File: config.mk
export PLATFORM = sky130hd
export DESIGN_NAME = uart_tx_scheduler
export DESIGN_NICKNAME = d
export VERILOG_FILES = /design/src/rtl/uart_tx_scheduler_pkg.sv /design/src/rtl/uart_tx_scheduler_alarm_detect.sv /design/src/rtl/uart_tx_scheduler.sv
export SDC_FILE = /design/constraint.sdc
export NUM_CORES = 1
export LEC_CHECK = 0
export BUFFER_PORTS_ARGS = -buffer_cell sky130_fd_sc_hd__buf_4
export CORE_UTILIZATION = 30
export DETAILED_ROUTE_END_ITERATION = 10
export GPL_ROUTABILITY_DRIVEN = 0
export MAX_ROUTING_LAYER = met4
export SLEW_MARGIN = 20
export SYNTH_ARGS = -nofsm -noshare
export SYNTH_HDL_FRONTEND = slang
export SYNTH_SLANG_ARGS = --single-unit
File: constraint.sdc
create_clock -name i_clk -period 6.4 [get_ports i_clk]
set_input_delay 1.28 -clock i_clk [delete_from_list [all_inputs] [get_ports i_clk]]
set_output_delay 1.28 -clock i_clk [all_outputs]
set_load 0.02 [all_outputs]
File: src/rtl/uart_tx_scheduler_pkg.sv
// Shared types and constants for the UART transmit scheduler.
//   state_t : scheduler FSM states
//   src_t   : which requester owns the message currently in flight
//   report packet header bytes, alarm byte tag, packet length
//   stat_low: threshold compare used by the alarm detector
package uart_tx_scheduler_pkg;

  typedef enum logic [1:0] {
    ST_IDLE,
    ST_START,
    ST_WAIT_HI,
    ST_WAIT_LO
  } state_t;

  typedef enum logic [1:0] {
    SRC_NONE,
    SRC_ACK,
    SRC_ALARM,
    SRC_REPORT
  } src_t;

  localparam logic [7:0] REPORT_HDR_AWAKE = 8'hA5;
  localparam logic [7:0] REPORT_HDR_SLEEP = 8'hA4;
  localparam logic [2:0] ALARM_TAG        = 3'b110;
  localparam logic [2:0] REPORT_LAST_IDX  = 3'd6;

  function automatic logic stat_low(input logic [4:0] stat, input logic [4:0] level);
    return (stat <= level);
  endfunction

endpackage

File: src/rtl/uart_tx_scheduler_alarm_detect.sv
// Alarm detector: registers per-stat low flags every cycle and reports a
// one-cycle alarm_set when the flag set is non-empty, differs from the
// previous cycle's set, and the pet is awake.
//   i_clk, i_reset        : clock, synchronous active-high reset
//   i_hunger..i_energy    : current pet stats
//   i_is_sleeping         : suppresses alarm_set while asleep
//   o_alarm_set           : request to queue an alarm byte
//   o_flags               : {energy,hygiene,health,happiness,hunger} low flags
module uart_tx_scheduler_alarm_detect
  import uart_tx_scheduler_pkg::*;
#(
  parameter logic [4:0] ALARM_LEVEL = 5'd3
) (
  input  logic       i_clk,
  input  logic       i_reset,
  input  logic [4:0] i_hunger,
  input  logic [4:0] i_happiness,
  input  logic [4:0] i_health,
  input  logic [4:0] i_hygiene,
  input  logic [4:0] i_energy,
  input  logic       i_is_sleeping,
  output logic       o_alarm_set,
  output logic [4:0] o_flags
);

  logic [4:0] w_flags_now;
  logic [4:0] r_flags;
  logic [4:0] r_prev_flags;

  assign w_flags_now = {stat_low(i_energy,    ALARM_LEVEL),
                        stat_low(i_hygiene,   ALARM_LEVEL),
                        stat_low(i_health,    ALARM_LEVEL),
                        stat_low(i_happiness, ALARM_LEVEL),
                        stat_low(i_hunger,    ALARM_LEVEL)};

  always_ff @(posedge i_clk) begin
    if (i_reset) begin
      r_flags      <= '0;
      r_prev_flags <= '0;
    end else begin
      r_flags      <= w_flags_now;
      r_prev_flags <= r_flags;
    end
  end

  // prev_flags tracks even while asleep, so waking up with an unchanged
  // flag set does not replay a stale alarm.
  assign o_alarm_set = (r_flags != '0) && (r_flags != r_prev_flags) && !i_is_sleeping;
  assign o_flags     = r_flags;

endmodule

File: src/rtl/uart_tx_scheduler.sv
// UART transmit scheduler: shares one serializer between command acks,
// alarm bytes and the periodic 7-byte stats report. One pending slot per
// source, fixed priority ack > alarm > report, reports never split.
//   i_clk, i_reset       : clock, synchronous active-high reset
//   i_second             : 1 Hz tick driving the report divider
//   i_ack_req/i_ack_data : ack byte request
//   i_hunger..i_energy   : pet stats (report payload, alarm source)
//   i_is_sleeping        : report header select, alarm suppress
//   i_status             : last report byte
//   i_tx_busy            : serializer busy
//   o_tx_start/o_tx_data : one-cycle load strobe and byte to serializer
//   o_busy               : FSM not idle
//   o_report_active      : report packet in flight
//   o_ack_overflow       : sticky, an unsent ack was overwritten
module uart_tx_scheduler
  import uart_tx_scheduler_pkg::*;
#(
  parameter logic [4:0] ALARM_LEVEL = 5'd3,
  parameter logic [3:0] REPORT_DIV  = 4'd1,
  parameter logic [3:0] START_WAIT  = 4'd8
) (
  input  logic       i_clk,
  input  logic       i_reset,
  input  logic       i_second,
  input  logic       i_ack_req,
  input  logic [7:0] i_ack_data,
  input  logic [4:0] i_hunger,
  input  logic [4:0] i_happiness,
  input  logic [4:0] i_health,
  input  logic [4:0] i_hygiene,
  input  logic [4:0] i_energy,
  input  logic       i_is_sleeping,
  input  logic [7:0] i_status,
  input  logic       i_tx_busy,
  output logic       o_tx_start,
  output logic [7:0] o_tx_data,
  output logic       o_busy,
  output logic       o_report_active,
  output logic       o_ack_overflow
);

  state_t     r_state, w_state_next;
  src_t       r_src;
  logic       r_ack_pend, r_alarm_pend, r_report_pend, r_report_again;
  logic [7:0] r_ack_byte, r_tx_byte;
  logic [7:0] r_pkt [0:6];
  logic [2:0] r_idx;
  logic [3:0] r_div, r_wait_cnt;
  logic       r_report_active, r_ack_overflow;

  logic       w_alarm_set;
  logic [4:0] w_flags;
  logic [3:0] w_div_eff;
  logic       w_report_tick, w_wait_expired, w_more;
  logic       w_tx_start, w_byte_done, w_last_done;
  logic       w_grant_ack, w_grant_alarm, w_grant_report;
  logic       w_report_busy;

  uart_tx_scheduler_alarm_detect #(
    .ALARM_LEVEL(ALARM_LEVEL)
  ) u_alarm (
    .i_clk        (i_clk),
    .i_reset      (i_reset),
    .i_hunger     (i_hunger),
    .i_happiness  (i_happiness),
    .i_health     (i_health),
    .i_hygiene    (i_hygiene),
    .i_energy     (i_energy),
    .i_is_sleeping(i_is_sleeping),
    .o_alarm_set  (w_alarm_set),
    .o_flags      (w_flags)
  );

  assign w_div_eff      = (REPORT_DIV == 4'd0) ? 4'd1 : REPORT_DIV;
  assign w_report_tick  = i_second && (({1'b0, r_div} + 5'd1) >= {1'b0, w_div_eff});
  assign w_wait_expired = ({1'b0, r_wait_cnt} + 5'd1) >= {1'b0, START_WAIT};
  assign w_more         = (r_src == SRC_REPORT) && (r_idx < REPORT_LAST_IDX);
  assign w_last_done    = w_byte_done && !w_more;
  // A report granted this cycle counts as in flight for tick queueing.
  assign w_report_busy  = r_report_active || w_grant_report;

  always_ff @(posedge i_clk) begin
    if (i_reset) r_state <= ST_IDLE;
    else         r_state <= w_state_next;
  end

  always_comb begin
    w_state_next   = r_state;
    w_tx_start     = 1'b0;
    w_byte_done    = 1'b0;
    w_grant_ack    = 1'b0;
    w_grant_alarm  = 1'b0;
    w_grant_report = 1'b0;
    unique case (r_state)
      ST_IDLE: begin
        if (r_ack_pend) begin
          w_grant_ack  = 1'b1;
          w_state_next = ST_START;
        end else if (r_alarm_pend) begin
          w_grant_alarm = 1'b1;
          w_state_next  = ST_START;
        end else if (r_report_pend) begin
          w_grant_report = 1'b1;
          w_state_next   = ST_START;
        end
      end
      ST_START: begin
        if (!i_tx_busy) begin
          w_tx_start   = 1'b1;
          w_state_next = ST_WAIT_HI;
        end
      end
      ST_WAIT_HI: begin
        if (i_tx_busy)           w_state_next = ST_WAIT_LO;
        else if (w_wait_expired) w_byte_done  = 1'b1;
      end
      ST_WAIT_LO: begin
        if (!i_tx_busy) w_byte_done = 1'b1;
      end
      default: w_state_next = ST_IDLE;
    endcase
    if (w_byte_done) w_state_next = w_more ? ST_START : ST_IDLE;
  end

  always_ff @(posedge i_clk) begin
    if (i_reset) begin
      r_src           <= SRC_NONE;
      r_ack_pend      <= 1'b0;
      r_alarm_pend    <= 1'b0;
      r_report_pend   <= 1'b0;
      r_report_again  <= 1'b0;
      r_ack_byte      <= '0;
      r_tx_byte       <= '0;
      r_idx           <= '0;
      r_div           <= '0;
      r_wait_cnt      <= '0;
      r_report_active <= 1'b0;
      r_ack_overflow  <= 1'b0;
      for (int unsigned i = 0; i < 7; i++) r_pkt[i] <= '0;
    end else begin
      if (i_second) r_div <= w_report_tick ? 4'd0 : r_div + 4'd1;

      if (i_ack_req) begin
        r_ack_byte <= i_ack_data;
        r_ack_pend <= 1'b1;
        if (r_ack_pend) r_ack_overflow <= 1'b1;
      end else if (w_last_done && r_src == SRC_ACK) begin
        r_ack_pend <= 1'b0;
      end

      if (w_alarm_set)                                r_alarm_pend <= 1'b1;
      else if (w_last_done && r_src == SRC_ALARM)     r_alarm_pend <= 1'b0;

      // r_report_again holds the single report queued behind the one in
      // flight; it becomes the new pending bit when that packet ends.
      if (w_last_done && r_src == SRC_REPORT) begin
        r_report_pend  <= r_report_again || w_report_tick;
        r_report_again <= 1'b0;
      end else if (w_report_tick) begin
        if (w_report_busy) r_report_again <= 1'b1;
        else               r_report_pend  <= 1'b1;
      end

      if (w_grant_ack) begin
        r_src     <= SRC_ACK;
        r_tx_byte <= r_ack_byte;
      end
      if (w_grant_alarm) begin
        r_src     <= SRC_ALARM;
        r_tx_byte <= {ALARM_TAG, w_flags};
      end
      if (w_grant_report) begin
        r_src           <= SRC_REPORT;
        r_idx           <= '0;
        r_report_active <= 1'b1;
        r_tx_byte       <= i_is_sleeping ? REPORT_HDR_SLEEP : REPORT_HDR_AWAKE;
        r_pkt[0]        <= i_is_sleeping ? REPORT_HDR_SLEEP : REPORT_HDR_AWAKE;
        r_pkt[1]        <= {3'b000, i_hunger};
        r_pkt[2]        <= {3'b000, i_happiness};
        r_pkt[3]        <= {3'b000, i_health};
        r_pkt[4]        <= {3'b000, i_hygiene};
        r_pkt[5]        <= {3'b000, i_energy};
        r_pkt[6]        <= i_status;
      end

      if (w_byte_done && w_more) begin
        r_idx     <= r_idx + 3'd1;
        r_tx_byte <= r_pkt[r_idx + 3'd1];
      end
      if (w_last_done) begin
        r_src           <= SRC_NONE;
        r_report_active <= 1'b0;
      end

      if (w_tx_start)                 r_wait_cnt <= '0;
      else if (r_state == ST_WAIT_HI) r_wait_cnt <= r_wait_cnt + 4'd1;
    end
  end

  assign o_tx_start      = w_tx_start;
  assign o_tx_data       = r_tx_byte;
  assign o_busy          = (r_state != ST_IDLE);
  assign o_report_active = r_report_active;
  assign o_ack_overflow  = r_ack_overflow;

endmodule
==> summary.md <==
| Metric | Value |
|---|---|
| Slowest CP cell | `buf_4` |
| Net Sw Frac | `26.9%` |
| Vias in the first global route | `2533` |
| GRT overflow | `0` |
| CP Cell Sequence | `buf_4 > nor2b_1 > buf_4` |
| Cell-internal power | `about 1.1 mW` |
| Yosys warnings | `0` |
| Final nets | `455` |
| DRT Wirelength | `7690 um` |
| Crit share post-route | `a little under half` |
| Reg-to-reg startpoint | `r_idx[0]` |
| WP buf/inv | `2` |
| Req. time, crit path | `approximately 5100 ps` |
| DR vias/cell | `4.74` |
| Combinational share of power | `about a fifth` |
| RSZ-0062 raised after global routing | `false` |
| Starting Density | `31.0%` |
| CTS max path bufs | `2` |
| PwrDens | `317 nW/um^2` |
| Critical path peak fanout | `6` |
| Number of routed nets with antenna violations | `0` |
| Syn Nets | `just over 400` |
| Final Skew | `7.74 ps` |
| Setup TNS | `0 ps` |
| First-pass DRT Iterations | `4` |
| Peak VDD IR | `about 0.00013 V` |
| Root Buffer | `clkbuf_16` |
| Full die area | `12900 um^2` |
| Max-capacitance violation count | `0` |
| Vias | `2703` |
| Filler cell count | `1226` |
| HP Start | `r_div[3]` |
| Worst Setup SP | `i_tx_busy` |
| H-Tree Depth | `3` |
| Status | `complete, no violations` |
| Num rows | `40` |
| Final Core Density | `38.0%` |
| Most frequent cells in the layout | `buf_4, dfxtp_1, edfxtp_1` |
| Fmax | `336 MHz` |
| CP endpoint kind | `primary output` |
| DRC Markers | `0` |
| Share of cells above drive strength 1 | `21.4%` |
| Mapped Area | `3750 um^2` |
| Post-synth top area share | `27.2%` |
| Clock power share | `34.9%` |
| CORE AREA | `approximately 12000 um^2` |
| # diodes | `0` |
| Slew headroom | `around half` |
| Yosys reg bits | `roughly 80` |
| Dominant cell type by area after synthesis | `edfxtp_1` |
| Die width | `114 um` |
| Post_cts resized | `0` |
| CP startpoint kind | `input port` |
| Syn-to-layout area delta | `22.6%` |
| Met2 Wirelength | `3830 um` |
| Setup violators final | `0` |
| First-pass GRT wire length | `12000 um` |
| Most common cell after layout, fill and taps aside | `buf_4` |
| Top layer in use | `met4` |
| Postcts setup bufs | `0` |
| CP top delay family | `buffers and inverters` |
| Sequential cell fraction of total power | `between 40 and 50%` |
| Hold WC Path Type | `register to register` |
| Initial antenna violation count | `0` |
| Per-cell routed wire length | `13.5 um` |
| CTS tree | `yes` |
| Clock Sinks | `82` |
| GRT Resource Usage Total | `12.5%` |
| Post-DP HPWL | `5610 um` |
| Max Slew Vio Count | `0` |
| Crit Path Category | `input port to primary output` |
| Clk slew on worst S/H paths | `50 ps` |
| Met3 Routed Length | `322 um` |
| Avg Cell Area, Syn | `roughly 11 um^2` |
| Post-Synthesis Cells | `350` |
| I/O pin total | `59` |
| Most used cell, CP | `buf_4` |
| Clock Latency Late Sink | `320 ps` |
| LEAKAGE | `1.77 nW` |
| Net Sw Power | `roughly 0.39 mW` |
| Worst path arrival time | `1700 ps` |
| Worst slew pin tran | `759 ps` |
| Port Buf Inserts | `58` |
| Post-synthesis sequential area ratio | `between 50 and 60%` |
| DRT iter0 DRCs | `112` |
| CTS buffer count | `9` |
| Synth top area cells | `edfxtp_1, dfxtp_1, mux2i_1` |
| Die Height | `114 um` |
| Largest net degree at the start of global routing | `54` |
| Crit-path max cell delay | `approximately 160 ps` |
| WL met1 | `3410 um` |
| Post-synthesis cell type count | `52` |
| Tmin final | `2980 ps` |
| Post-CTS Hold Fix Bufs | `0` |
| Final hold violation count | `0` |
==> through the flow <==
stage	hold slack [ps]	instance area, um^2	cells	power (mW)	setup WS (ps)
2_1_floorplan	431	3750	350	0.862	3330
3_3_place_gp	450	4300	555	0.955	3400
3_5_place_dp	458	4300	555	0.962	3360
4_1_cts	471	4590	570	1.47	3420
5_1_grt	505	4600	570	1.53	3360
6_report	470	4600	570	1.46	3420
==> layer usage <==
layer	track usage, %	vias up
met4	4.33	0
li1	-	1354
met5	-	-
met2	20.3	57
met3	3.19	11
met1	15.1	1281
==> worst register-to-register path, cell delays in order (launching register included) <==
cell and delay [ps]:
dfxtp_1 810, ha_1 310, xor2_2 590, mux4_1 640, o21ai_1 180, a211oi_2 90
==> cells by family (layout without fill, tap and decap cells) <==
logic type,Yosys count,after routing,share of synthesized area (%)
adder cells (fa/ha/maj),10,10,3.34
flip-flops,82,82,52.9
buffers and inverters,33,85,3.90
multiplexers,19,19,5.84
XOR/XNOR,10,10,2.54
AO/OA/AOI/OAI,67,67,12.9
AND/OR/NAND/NOR,129,129,18.6
==> power by group through the flow <==
stage / logic [mW] / clock network [mW] / registers, mW
6_report: 0.298 / 0.508 / 0.650
2_1_floorplan: 0.198 / 0 / 0.664
3_5_place_dp: 0.300 / 0 / 0.662
4_1_cts: 0.302 / 0.519 / 0.651
5_1_grt: 0.331 / 0.542 / 0.658
3_3_place_gp: 0.296 / 0 / 0.660
==> flip-flops by register name, summed over array words and instances, names as in the netlist, 2 cells and up <==
name,cells
r_src,2
u_alarm.r_prev_flags,5
r_ack_byte,8
o_tx_data,8
u_alarm.o_flags,5
r_pkt,35
r_idx,3
r_wait_cnt,4
r_state,2
r_div,4
==> worst paths after layout <==
| check | end | slack, ps | depth (start not counted) |
|---|---|---|---|
| min | r_div[3] | 470 | 1 |
| min reg2reg | r_div[3] | 470 | 1 |
| max | o_tx_start | 3420 | 3 |
| max reg2reg | o_tx_data[2] | 3660 | 5 |
==> layout make-up <==
| cell class | instances | area [um^2] | share of cell area, % |
|---|---|---|---|
| repair buffers | 59 | 443 | 9.64 |
| flip-flops and latches | 82 | 1980 | 43.1 |
| multi-input cells | 235 | 1620 | 35.3 |
| clock inverters | 2 | 36.3 | 0.789 |
| inverters | 11 | 41.3 | 0.898 |
| clock buffers | 13 | 262 | 5.69 |
| well taps | 168 | 210 | 4.57 |
==> synthesized netlist by cell type, drive strengths merged <==
library cell,number
mux2i,17
nor4bb,1
a211oi,8
nand3b,4
a221oi,2
o31ai,4
dfxtp,48
o221ai,2
a41oi,1
a311oi,3
nand4bb,1
xor2,6
o211ai,10
a2bb2oi,1
buf,10
nand4,3
nor4b,1
a221o,3
o2111ai,1
nor4,6
nand2b,2
a21boi,1
nor2,27
or2,1
and3,1
ha,10
nor3,9
o21bai,1
or3,1
clkbuf,12
and2,27
inv,11
nand3,8
edfxtp,34
and3b,2
xnor2,4
a21oi,17
o21ai,13
nand2,19
nor2b,16
mux4,2
Power figures use the tool's default switching activity.
